[config.mk]
export PLATFORM = sky130hd
export DESIGN_NAME = sqrt_scheduler
export DESIGN_NICKNAME = d
export VERILOG_FILES = /design/src/rtl/sqrt_pkg.sv /design/src/rtl/sqrt_iter_core.sv /design/src/rtl/sqrt_scheduler.sv
export SDC_FILE = /design/constraint.sdc
export NUM_CORES = 1
export LEC_CHECK = 0
export CORE_ASPECT_RATIO = 1.2
export CORE_MARGIN = 1
export CORE_UTILIZATION = 40
export CTS_BUF_LIST = sky130_fd_sc_hd__clkbuf_4 sky130_fd_sc_hd__clkbuf_8
export DETAILED_ROUTE_END_ITERATION = 6
export GPL_ROUTABILITY_DRIVEN = 0
export PLACE_DENSITY = 0.77
export SYNTH_ARGS = -nofsm -noshare
export SYNTH_HDL_FRONTEND = slang
export SYNTH_SLANG_ARGS = --single-unit
[constraint.sdc]
create_clock -name clk -period 6.1 [get_ports clk]
set_clock_uncertainty 0.2 [all_clocks]
set_input_delay 0.61 -clock clk [delete_from_list [all_inputs] [get_ports clk]]
set_output_delay 0.61 -clock clk [all_outputs]
set_load 0.02 [all_outputs]
[src/rtl/sqrt_pkg.sv]
// Shared constants and state encoding for the shared square-root scheduler.
package sqrt_pkg;

  localparam int IN_W   = 8;
  localparam int FRAC_W = 4;
  localparam int RES_W  = IN_W / 2 + FRAC_W;
  localparam int RAD_W  = 2 * RES_W;
  localparam int RSP_W  = 16;
  localparam int CNT_W  = $clog2(RES_W);

  typedef enum logic [1:0] {
    IDLE  = 2'd0,
    CALC  = 2'd1,
    ROUND = 2'd2,
    DONE  = 2'd3
  } state_e;

endpackage

[src/rtl/sqrt_iter_core.sv]
// Bit-serial square-root datapath: radicand, partial root y and bit counter.
// The round-half-up step is only exercised when the scheduler is built with SQRT_ROUND_EN.
module sqrt_iter_core
  import sqrt_pkg::*;
(
  input  logic             clk,
  input  logic             rst,
  input  logic             i_start,
  input  logic             i_step,
  input  logic             i_round,
  input  logic [IN_W-1:0]  i_operand,
  output logic [RES_W-1:0] o_root,
  output logic             o_last
);

  logic [RAD_W-1:0] r_rad;
  logic [RES_W-1:0] r_y;
  logic [CNT_W-1:0] r_cnt;

  logic [RES_W-1:0] w_trial;
  logic [RAD_W-1:0] w_trial_sq;
  logic [RAD_W-1:0] w_rem;

  // Full-width products: the compare must never see a truncated square.
  assign w_trial    = r_y | (RES_W'(1) << r_cnt);
  assign w_trial_sq = RAD_W'(w_trial) * RAD_W'(w_trial);
  assign w_rem      = r_rad - RAD_W'(r_y) * RAD_W'(r_y);

  always_ff @(posedge clk) begin
    if (rst) begin
      r_rad <= '0;
      r_y   <= '0;
      r_cnt <= '0;
    end else if (i_start) begin
      r_rad <= RAD_W'(i_operand) << (2 * FRAC_W);
      r_y   <= '0;
      r_cnt <= CNT_W'(RES_W - 1);
    end else if (i_step) begin
      if (w_trial_sq <= r_rad) begin
        r_y <= w_trial;
      end
      if (r_cnt != '0) begin
        r_cnt <= r_cnt - 1'b1;
      end
    end else if (i_round) begin
      if ((w_rem > RAD_W'(r_y)) && (r_y != '1)) begin
        r_y <= r_y + 1'b1;
      end
    end
  end

  assign o_root = r_y;
  assign o_last = (r_cnt == '0);

endmodule

[src/rtl/sqrt_scheduler.sv]
// Round-robin arbiter + FSM sharing one iterative Q4.4 square-root engine.
// Define SQRT_ROUND_EN to add a one-cycle round-half-up stage after the iteration.
module sqrt_scheduler
  import sqrt_pkg::*;
#(
  parameter int N_REQ = 4,
  parameter int ID_W  = $clog2(N_REQ)
) (
  input  logic                  clk,
  input  logic                  rst,
  input  logic [N_REQ-1:0]      req_valid,
  input  logic [N_REQ*IN_W-1:0] req_data,
  output logic [N_REQ-1:0]      req_ready,
  output logic                  rsp_valid,
  output logic [ID_W-1:0]       rsp_id,
  output logic [RSP_W-1:0]      rsp_data,
  input  logic                  rsp_ready,
  output logic                  busy
);

  localparam logic [1:0] S_IDLE  = IDLE;
  localparam logic [1:0] S_CALC  = CALC;
  localparam logic [1:0] S_DONE  = DONE;
`ifdef SQRT_ROUND_EN
  localparam logic [1:0] S_ROUND = ROUND;
`endif

  logic [1:0]       r_state;
  logic [ID_W-1:0]  r_rr_ptr;
  logic [ID_W-1:0]  r_tag;

  logic [IN_W-1:0]  w_op [N_REQ];
  logic [ID_W-1:0]  w_grant;
  logic [ID_W-1:0]  w_next_ptr;
  logic             w_any;
  logic             w_accept;
  logic             w_last;
  logic             w_round;
  logic [RES_W-1:0] w_root;

  genvar gi;
  generate
    for (gi = 0; gi < N_REQ; gi++) begin : g_lane
      assign w_op[gi]      = req_data[gi*IN_W +: IN_W];
      assign req_ready[gi] = w_accept && (w_grant == ID_W'(gi));
    end
  endgenerate

  // Search upward from the round-robin pointer with wrap; first hit wins.
  always_comb begin
    logic [ID_W:0] v_idx;
    logic [ID_W:0] v_nxt;
    v_idx   = '0;
    v_nxt   = '0;
    w_any   = 1'b0;
    w_grant = '0;
    for (int j = 0; j < N_REQ; j++) begin
      v_idx = {1'b0, r_rr_ptr} + (ID_W+1)'(j);
      if (v_idx >= (ID_W+1)'(N_REQ)) begin
        v_idx = v_idx - (ID_W+1)'(N_REQ);
      end
      if (!w_any && req_valid[v_idx[ID_W-1:0]]) begin
        w_any   = 1'b1;
        w_grant = v_idx[ID_W-1:0];
      end
    end
    v_nxt      = {1'b0, w_grant} + 1'b1;
    w_next_ptr = (v_nxt >= (ID_W+1)'(N_REQ)) ? '0 : v_nxt[ID_W-1:0];
  end

  assign w_accept = (r_state == S_IDLE) && w_any && !rst;

`ifdef SQRT_ROUND_EN
  assign w_round = (r_state == S_ROUND);
`else
  assign w_round = 1'b0;
`endif

  sqrt_iter_core u_core (
    .clk       (clk),
    .rst       (rst),
    .i_start   (w_accept),
    .i_step    (r_state == S_CALC),
    .i_round   (w_round),
    .i_operand (w_op[w_grant]),
    .o_root    (w_root),
    .o_last    (w_last)
  );

  always_ff @(posedge clk) begin
    if (rst) begin
      r_state  <= S_IDLE;
      r_rr_ptr <= '0;
      r_tag    <= '0;
    end else begin
      case (r_state)
        S_IDLE: begin
          if (w_any) begin
            r_tag    <= w_grant;
            r_rr_ptr <= w_next_ptr;
            r_state  <= S_CALC;
          end
        end
        S_CALC: begin
          if (w_last) begin
`ifdef SQRT_ROUND_EN
            r_state <= S_ROUND;
`else
            r_state <= S_DONE;
`endif
          end
        end
`ifdef SQRT_ROUND_EN
        S_ROUND: r_state <= S_DONE;
`endif
        S_DONE: begin
          if (rsp_ready) begin
            r_state <= S_IDLE;
          end
        end
        default: r_state <= S_IDLE;
      endcase
    end
  end

  // The root register is frozen outside CALC/ROUND, so DONE holds data stable.
  assign rsp_valid = (r_state == S_DONE);
  assign rsp_id    = r_tag;
  assign rsp_data  = rsp_valid ? RSP_W'(w_root) : '0;
  assign busy      = (r_state != S_IDLE);

endmodule

**Word level (Yosys, flattened, before mapping)**

Cells that the tools add are included.

- Bits in registers: 25
- Word-level logic and storage cells: 95
- Input bits: 39
- Output and inout port bits: 24

- Add/sub/neg operators: 9
- $lt $le $gt $ge: 11
- Multiplexer cells: 32
- Multiply operators: 1
- Eq/ne operators: 8
- Shift-type cells: 1
- Bitwise logic cells: 2
- Reductions and logical operators: 25

Operators by type and width:

| operator | number |
|---|---|
| 2-bit two-way mux | 12 |
| 8-bit two-way mux | 3 |
| 8-bit binary-select mux with 2-bit select | 1 |
| 16-bit <= comparator | 1 |
| 8-bit by 8-bit multiplier with 16-bit output | 1 |
| 3-bit >= comparator (second input constant) | 5 |
| 2-bit by 3-bit less-than comparator with 1-bit output (second input constant) | 4 |
| 1-bit logical AND | 9 |
| 3-bit two-way mux | 3 |
| 1-bit binary-select mux with 2-bit select | 4 |
| 1-bit two-way mux | 8 |
| 8-bit OR | 1 |
| 1-bit by 3-bit << shifter with 8-bit output (first input constant) | 1 |
| 2-bit by 1-bit subtractor with 2-bit output (second input constant) | 4 |
| 2-bit by 1-bit adder with 3-bit output (second input constant) | 2 |
| 2-bit by 2-bit adder with 3-bit output (second input constant) | 2 |
| 2-bit equality test (second input constant) | 3 |
| 2-bit case mux with 3 select lines | 1 |
| 2-bit AND reduction | 3 |
| 2-bit nonzero test | 3 |
| 2-bit by 1-bit equality test with 1-bit output (second input constant) | 2 |
| 1-bit logical NOT | 4 |
| 2-bit logical NOT | 2 |
| 2-bit inequality test (second input constant) | 2 |
| 8 further kinds | 8 |

**Longest topological paths before layout**

Gate-level depths: netlist (run 1).

- Depth after elaboration: 18
- Depth in mapped cells: 26
- Mapped depth without buffers: 25

**By module**

A second synthesis (run 1) with hierarchy kept.

- Cell total of the unflattened synthesis: 692
- Area, all modules: 5708.0 um^2

By module, submodules not included:

| module | sequential area each (um^2) | instances | cells an instance | area each (um^2) |
|---|---|---|---|---|
| sqrt_iter_core | 380.4 | 1 | 599 | 4918.5 |
| sqrt_scheduler | 120.1 | 1 | 93 | 789.5 |

**Worst setup path after synthesis (run 1)**

OpenSTA, ideal clock, no wires.

- Kind: register -> register
- Start: register u_core.r_cnt[1]
- End: register u_core.r_y[4], in the netlist u_core.o_root[4]
- Slack: 0.037 ns
- Arrival: 5.783 ns
- Buffers on the path: 0
- Data required time: 5.820 ns
- Stages on the path, launching flop included: 23
- Clock period less this slack: 6.063 ns
- Library setup time: 0.080 ns
- Cells stage by stage: dfxtp_1 -> inv_1 -> ha_1 -> a21oi_1 -> inv_1 -> nand2_1 -> inv_1 -> fa_1 -> inv_1 -> fa_1 -> fa_1 -> fa_1 -> inv_1 -> ha_1 -> or4_1 -> nor2_1 -> o31ai_1 -> xor2_1 -> ha_1 -> nand4_1 -> nor4_1 -> o211ai_2 -> a211oi_2

- Cells in the longest elaborated chain, start to end: 5

RTL lines:

| item | RTL line | text |
|---|---|---|
| start: declaration | sqrt_iter_core.sv:18 | `logic [CNT_W-1:0] r_cnt;` |
| start signal: assignment | sqrt_iter_core.sv:37 | `r_cnt <= CNT_W'(RES_W - 1);` |
| start signal: assignment | sqrt_iter_core.sv:43 | `r_cnt <= r_cnt - 1'b1;` |
| 1-bit by 3-bit << shifter with 8-bit output | sqrt_iter_core.sv:25 | `assign w_trial = r_y \| (RES_W'(1) << r_cnt);` |
| 8-bit OR | sqrt_iter_core.sv:25 |  |
| named net u_core.w_trial[5] | sqrt_iter_core.sv:20 | `logic [RES_W-1:0] w_trial;` |
| 8-bit by 8-bit multiplier with 16-bit output | sqrt_iter_core.sv:26 | `assign w_trial_sq = RAD_W'(w_trial) * RAD_W'(w_trial);` |
| 16-bit <= comparator | sqrt_iter_core.sv:39 | `if (w_trial_sq <= r_rad) begin` |
| 2-bit AND reduction (no source line) | n/a |  |
| end signal: assignment | sqrt_iter_core.sv:40 | `r_y <= w_trial;` |
| end signal: assignment | sqrt_iter_core.sv:47 | `r_y <= r_y + 1'b1;` |
| end: declaration | sqrt_iter_core.sv:17 | `logic [RES_W-1:0] r_y;` |

The timed path passes the listed nets, and every way through them passes these cells.
A chain may end at the register's enable or synchronous reset.

**Worst setup path in the final report (run 1)**

- Start: register u_core.r_cnt[1]
- End: register u_core.r_y[2], in the netlist u_core.o_root[2]

- Cells in the longest elaborated chain, start to end: 5

RTL lines:

| item | RTL line |
|---|---|
| 1-bit by 3-bit << shifter with 8-bit output * | sqrt_iter_core.sv:25 |
| 8-bit OR * | sqrt_iter_core.sv:25 |
| 8-bit by 8-bit multiplier with 16-bit output | sqrt_iter_core.sv:26 |
| 16-bit <= comparator | sqrt_iter_core.sv:39 |
| 2-bit AND reduction (no source line) | n/a |

Mark *: on every way between the ends. The rest lies on a longest branch, timed or not.

==> reports/results.tsv, run 1 <==
metric	value	unit
largest area contributor in the netlist	ha_1	
mapped cell area	3420	µm²
CTS tree	yes	
die height	103	µm
Total GRT Usage	0.190	
pre-CTS setup slack	-0.196	ns
crit start category	register	
r2r startpoint	u_core.r_cnt[1]$_SDFFE_PP0P_	
proportion of layout cells with a drive suffix above 1	0.184	
Pwr per Cell Area	158	nW/µm²
fmax	0.169	GHz
Final ANT Viol Nets	0	
Setup crit start	u_core.r_cnt[1]$_SDFFE_PP0P_	
initial core utilization	0.417	
number of synthesis warnings	0	
htree depth	1	
maximum vdd ir drop	71.2	µV
commonest register cell after synthesis	dfxtp_1	
max cap viols	0	
Hold-fix buffers, CTS	0	
Total Wirelength	8570	µm
initial drt markers	152	
Finish-stage setup viols	0	
Synth Area in Simple Gates	0.182	
wire per inst	14.5	µm
routed via count	3062	
Max clock buf depth	2	
complex-gate fraction of the synthesized area	0.162	
Fill cells	729	
Worst Setup End Kind	register	
Post-Synth Adder-Cell Area	0.297	
Post-DP HPWL	6760	µm
vias in the first global route	2981	
Syn Inst Count	405	
first-pass GRT wire length	13400	µm
Ports	63	
initial antenna violation count	0	
IO Port Bufs	54	
Reg clk slew, reported paths	0.09	ns
final setup margin	0.173	ns
Synth-to-Final Area Change	29.7	%
post-layout minimum cycle time	5.93	ns
Remaining Overflow, GRT	0	
Max-slew headroom	0.541	
multi-input logic area	2770	µm²
via/cell ratio	5.17	
Synth Area per Inst	8.45	µm²
CP required	6.09	ns
Root Buffer Master	clkbuf_8	
Leak Pwr	2.00	nW
critical path type	register to register	
FF/Latch Area	512	µm²
Hold WC Path Type	register to register	
max-slew violation count	0	
hold path start	rsp_id[0]$_SDFFE_PP0P_	
largest family of logic cells by synthesized area	adder cells	
synth top area cells	ha_1 17%, dfxtp_1 15%, fa_1 13%	
full die area	8930	µm²
Finished Core Util	0.541	
count of cell types in the netlist	54	
mux share of post-synthesis cell area	0.0618	
XOR/XNOR share of the synthesized area	0.0461	
status	complete, no violations	
die width	86.4	µm
post-route clock period utilization	0.972	
Clock Sinks	25	
largest net degree at the start of global routing	21	
antenna diode count	0	
Tot Pwr	0.000702	W
flop and latch count out of synthesis	25	
Final Net Count	586	
clock latency on the worst-skew pair	0.27	ns
Post-synth EDFFs	0	
Yosys top cell area share	0.168	
Worst Path Max Fanout	8	
Core Box Area	8200	µm²
row count	36	
Worst Path Arrival	5.92	ns
DRC viols	0	
register area share after synthesis	0.146	
Fin. Hold Viols	0	
CTS buffer count	3	
DRT Pass-1 Iters	6	
most frequent cells in the layout	54 x inv_1, 54 x clkdlybuf4s50_1, 40 x ha_1	
worst-margin pin slew	0.687	ns
Async S/R FF share, synth	0	
==> Yosys cell counts, types with 5 or more instances <==
cell,n
inv_1,56
ha_1,46
nor2_1,43
a21oi_1,35
dfxtp_1,25
fa_1,22
mux2i_1,20
nand2_1,17
xnor2_1,13
a211oi_2,10
nand3b_1,10
buf_4,9
and3_1,8
o221ai_1,8
a21o_1,6
nand2b_1,6
and2_1,5
xor2_1,5
==> kinds of logic (layout without fill, tap and decap cells) <==
logic type	Yosys count	count (layout)
multiplexers	21	21
buffers and inverters	75	141
AND/OR/NAND/NOR	119	119
AO/OA/AOI/OAI	78	78
flip-flops	25	25
XOR/XNOR	18	18
other	1	8
adder cells (fa/ha/maj)	68	68
==> layout make-up <==
type / count / share of cell area
flip-flops and latches: 25 / 0.115
inverters: 57 / 0.0499
repair buffers: 80 / 0.167
clock buffers: 4 / 0.0110
well taps: 114 / 0.0321
multi-input cells: 312 / 0.625
==> through the flow <==
step | instance area, µm² | std cells | TNS (ns) | hold slack (ns)
after global routing | 4440 | 592 | -0.0614 | 0.354
after floorplan | 3450 | 412 | 0 | 0.267
after global placement | 4160 | 584 | 0 | 0.288
final | 4440 | 592 | 0 | 0.309
after CTS | 4240 | 589 | 0 | 0.316
after detailed placement | 4160 | 584 | -1.31 | 0.293
==> registers in the layout, summed over array words and instances, names as in the netlist <==
| signal | flops |
|---|---|
| rsp_id | 2 |
| r_state | 2 |
| u_core.r_rad | 8 |
| u_core.r_cnt | 3 |
| r_rr_ptr | 2 |
| u_core.o_root | 8 |
==> critical path, stage by stage, from the launching register on <==
cell	delay (ns)
dfxtp_4	0.38
inv_4	0.07
ha_4	0.14
a21oi_4	0.06
buf_4	0.14
or2_2	0.31
fa_2	0.61
fa_1	0.46
fa_1	0.54
inv_1	0.05
fa_1	0.50
ha_2	0.36
o21a_1	0.18
o21a_1	0.18
nor2_4	0.05
o31ai_2	0.26
xnor2_1	0.13
ha_1	0.32
nand4_1	0.16
nor4_2	0.21
o211ai_2	0.14
buf_6	0.17
a211oi_2	0.22
==> power breakdown <==
group | internal (W) | switching [W]
clock network | 0.0000511 | 0.0000516
logic | 0.000179 | 0.000221
registers | 0.000181 | 0.0000188
==> final timing paths <==
| check | end | slack, ns | cells past startpoint |
|---|---|---|---|
| worst max-delay path | u_core.o_root[2]$_SDFFE_PP0P_ | 0.17 | 22 |
| worst min-delay path | rsp_id[0]$_SDFFE_PP0P_ | 0.31 | 2 |
| worst max register to register | u_core.o_root[2]$_SDFFE_PP0P_ | 0.17 | 22 |
| worst min register to register | rsp_id[0]$_SDFFE_PP0P_ | 0.31 | 2 |
==> layer usage <==
metal / wire length, µm / global-route usage
met4: 225 / 0.0718
met5: 0 / 0
met3: 393 / 0.0119
met1: 3500 / 0.225
met2: 4450 / 0.360
==> timing repair <==
item | 4_1_cts | 5_1_grt
gates resized for setup | 5 | 44
gates cloned | 0 | 0
pin swaps | 1 | 18
setup endpoints to repair | 8 | 8
buffers inserted | 1 | 3
(Power assumes the default switching activity.)
==> run 2: changes to the inputs <==
Settings changed: PLACE_DENSITY 0.77 to 0.75.
Clock period 6.1 ns to 5.8 ns, I/O delays scaled along.
==> run 2 against run 1 <==
Effect of this change: the flow now finishes with violations (setup timing); worst setup slack got worse by 0.19 ns; critical path depth down 1; via count up 6.9%; sequential power grew 6%; utilization increased by 3.6 points; routed wire length grew 9.7%; register-to-register slack got worse by 0.19 ns; non-clock buffer count is 26 higher; flip-flop and latch count did not move; largest power group unchanged; highest routed layer unchanged.
==> reports/results.tsv, run 2 (synthesis gave the netlist of run 1 again) <==
metric	value	unit	change
status	finished with violations		
violated checks	setup timing		
Remaining Overflow, GRT	0		unchanged
die height	103	µm	unchanged
Hold-fix buffers, CTS	0		unchanged
Fill cells	694		-4.8%
largest net degree at the start of global routing	21		unchanged
critical path type	register to register		
fmax	0.172	GHz	+1.8%
Worst Path Arrival	5.82	ns	-0.10 ns
Reg clk slew, reported paths	0.10	ns	about the same
Leak Pwr	2.14	nW	+7.1%
Final Net Count	612		+4.4%
CTS buffer count	3		unchanged
Synth-to-Final Area Change	38.4	%	
Max clock buf depth	2		unchanged
placed cell count	604		+3.4%
final setup margin	-0.0211	ns	-0.194 ns
Hold WC Path Type	register to register		
commonest non-fill, non-tap cell in the layout	clkdlybuf4s50_1		
Total Wirelength	9400	µm	+9.7%
via/cell ratio	5.30		+2.4%
max-slew violation count	0		unchanged
initial antenna violation count	0		unchanged
setup TNS	-0.0577	ns	-0.0577 ns
Finished Core Util	0.577		+0.0362
RSZ-0062 raised after global routing	true		
initial core utilization	0.417		unchanged
Post-DP HPWL	7250	µm	+7.2%
Worst Path Max Fanout	8		unchanged
post-layout minimum cycle time	5.82	ns	-0.106 ns
critical path's largest stage delay	0.53	ns	-0.08 ns
IO Port Bufs	54		unchanged
DRT Pass-1 Iters	4		-2
CP dominant cell by count	fa_1		
Final ANT Viol Nets	0		unchanged
CP max-delay cell	or4_4		
clock latency on the worst-skew pair	0.28	ns	about the same
vias in the first global route	3222		+8.1%
Ports	63		unchanged
crit start category	register		
most frequent cells in the layout	54 x clkdlybuf4s50_1, 53 x inv_1, 50 x buf_4		
Root Buffer Master	clkbuf_8		
Total GRT Usage	0.206		+0.0157
Worst Setup End Kind	register		
antenna diode count	0		unchanged
first-pass GRT wire length	14800	µm	+10%
Finish-stage setup viols	3		+3
maximum vdd ir drop	97.9	µV	+38%
Max-slew headroom	0.539		-0.00177
Core Box Area	8200	µm²	unchanged
routed via count	3274		+6.9%
worst-margin pin slew	0.690	ns	+0.00264 ns
Clock Sinks	25		unchanged
CTS tree	yes		
die width	86.4	µm	unchanged
DRC viols	0		unchanged
full die area	8930	µm²	unchanged
Pwr per Cell Area	170	nW/µm²	+7.1%
Fin. Hold Viols	0		unchanged
max cap viols	0		unchanged
row count	36		unchanged
wire per inst	15.2	µm	+5.1%
htree depth	1		unchanged
final std cells w/o fill	618		+4.4%
post-route clock period utilization	1.00		+0.0320
proportion of layout cells with a drive suffix above 1	0.240		+0.0560
CP cell instances	buf_4 -> ha_4 -> a21oi_4 -> nor2_4 -> inv_1 -> fa_1 -> fa_1 -> fa_1 -> fa_1 -> inv_1 -> ha_2 -> or4_4 -> nor2_4 -> o31ai_2 -> xor2_1 -> ha_1 -> nand4_1 -> buf_4 -> nor4_4 -> o211ai_4 -> a211oi_2		
initial drt markers	144		-5.3%
CP required	5.80	ns	-0.29 ns
[run 2: cell count changes in the layout (fill, tap and decap cells not counted), sizes merged]
| cell | delta |
|---|---|
| buf | +26 |
| clkbuf | -1 |
| clkinvlp | +1 |
[run 2: metrics by stage]
stage / setup slack (ns) / hold slack [ns] / cell area [µm²] / total power, W
final: -0.0211 / 0.302 / 4730 / 0.000803
after global routing: -0.246 / 0.347 / 4730 / 0.000857
after CTS: 0.00401 / 0.312 / 4580 / 0.000765
after detailed placement: -0.280 / 0.290 / 4370 / 0.000626
after global placement: -0.135 / 0.277 / 4370 / 0.000613
after floorplan: 0.0116 / 0.267 / 3500 / 0.000485
[run 2: final timing paths]
kind | start | to | slack (ns) | depth (start not counted)
max | u_core.r_cnt[1]$_SDFFE_PP0P_ | u_core.o_root[6]$_SDFFE_PP0P_ | -0.02 | 21
min | rsp_id[1]$_SDFFE_PP0P_ | rsp_id[1]$_SDFFE_PP0P_ | 0.30 | 2
max reg2reg | u_core.r_cnt[1]$_SDFFE_PP0P_ | u_core.o_root[6]$_SDFFE_PP0P_ | -0.02 | 21
min reg2reg | rsp_id[1]$_SDFFE_PP0P_ | rsp_id[1]$_SDFFE_PP0P_ | 0.30 | 2
[run 2: area by class of cell]
class                           count  area, µm²  area share
Clock buffer                        3       41.3     0.00872
Clock inverter                      1       7.51     0.00159
Inverter                           57        224      0.0473
Multi-Input combinational cell    312       2870       0.607
Sequential cell                    25        508       0.107
Tap cell                          114        143      0.0301
Timing Repair Buffer              106        938       0.198
[run 2: worst max-delay path, delay by kind of cell (launching register included)]
kind	cells	cell delay, ns
adders and majority gates	7	2.65
and+or+nand+nor	5	1.13
AOI/OAI and AO/OA	4	0.76
buffers and inverters	4	0.42
DFF	1	0.38
xor gates and xnor gates	1	0.18
[run 2: where the power goes]
| group | internal, W | switching [W] |
|---|---|---|
| clock network | 0.0000489 | 0.0000611 |
| logic | 0.000224 | 0.000259 |
| registers | 0.000190 | 0.0000201 |
| total | 0.000462 | 0.000340 |
[run 2: routing by layer]
metal,GRT usage,vias up,part of all wire
li1,-,1557,-
met1,0.244,1583,0.40
met2,0.399,111,0.53
met3,0.0135,23,0.049
met4,0.0551,0,0.023
met5,0,-,0
[run 2: what timing repair did]
item / in CTS / in global routing
setup buffers: 5 / 5
gates cloned: 0 / 0
endpoints found under the setup margin: 8 / 8
gates resized for setup: 30 / 25
pin swaps: 12 / 26
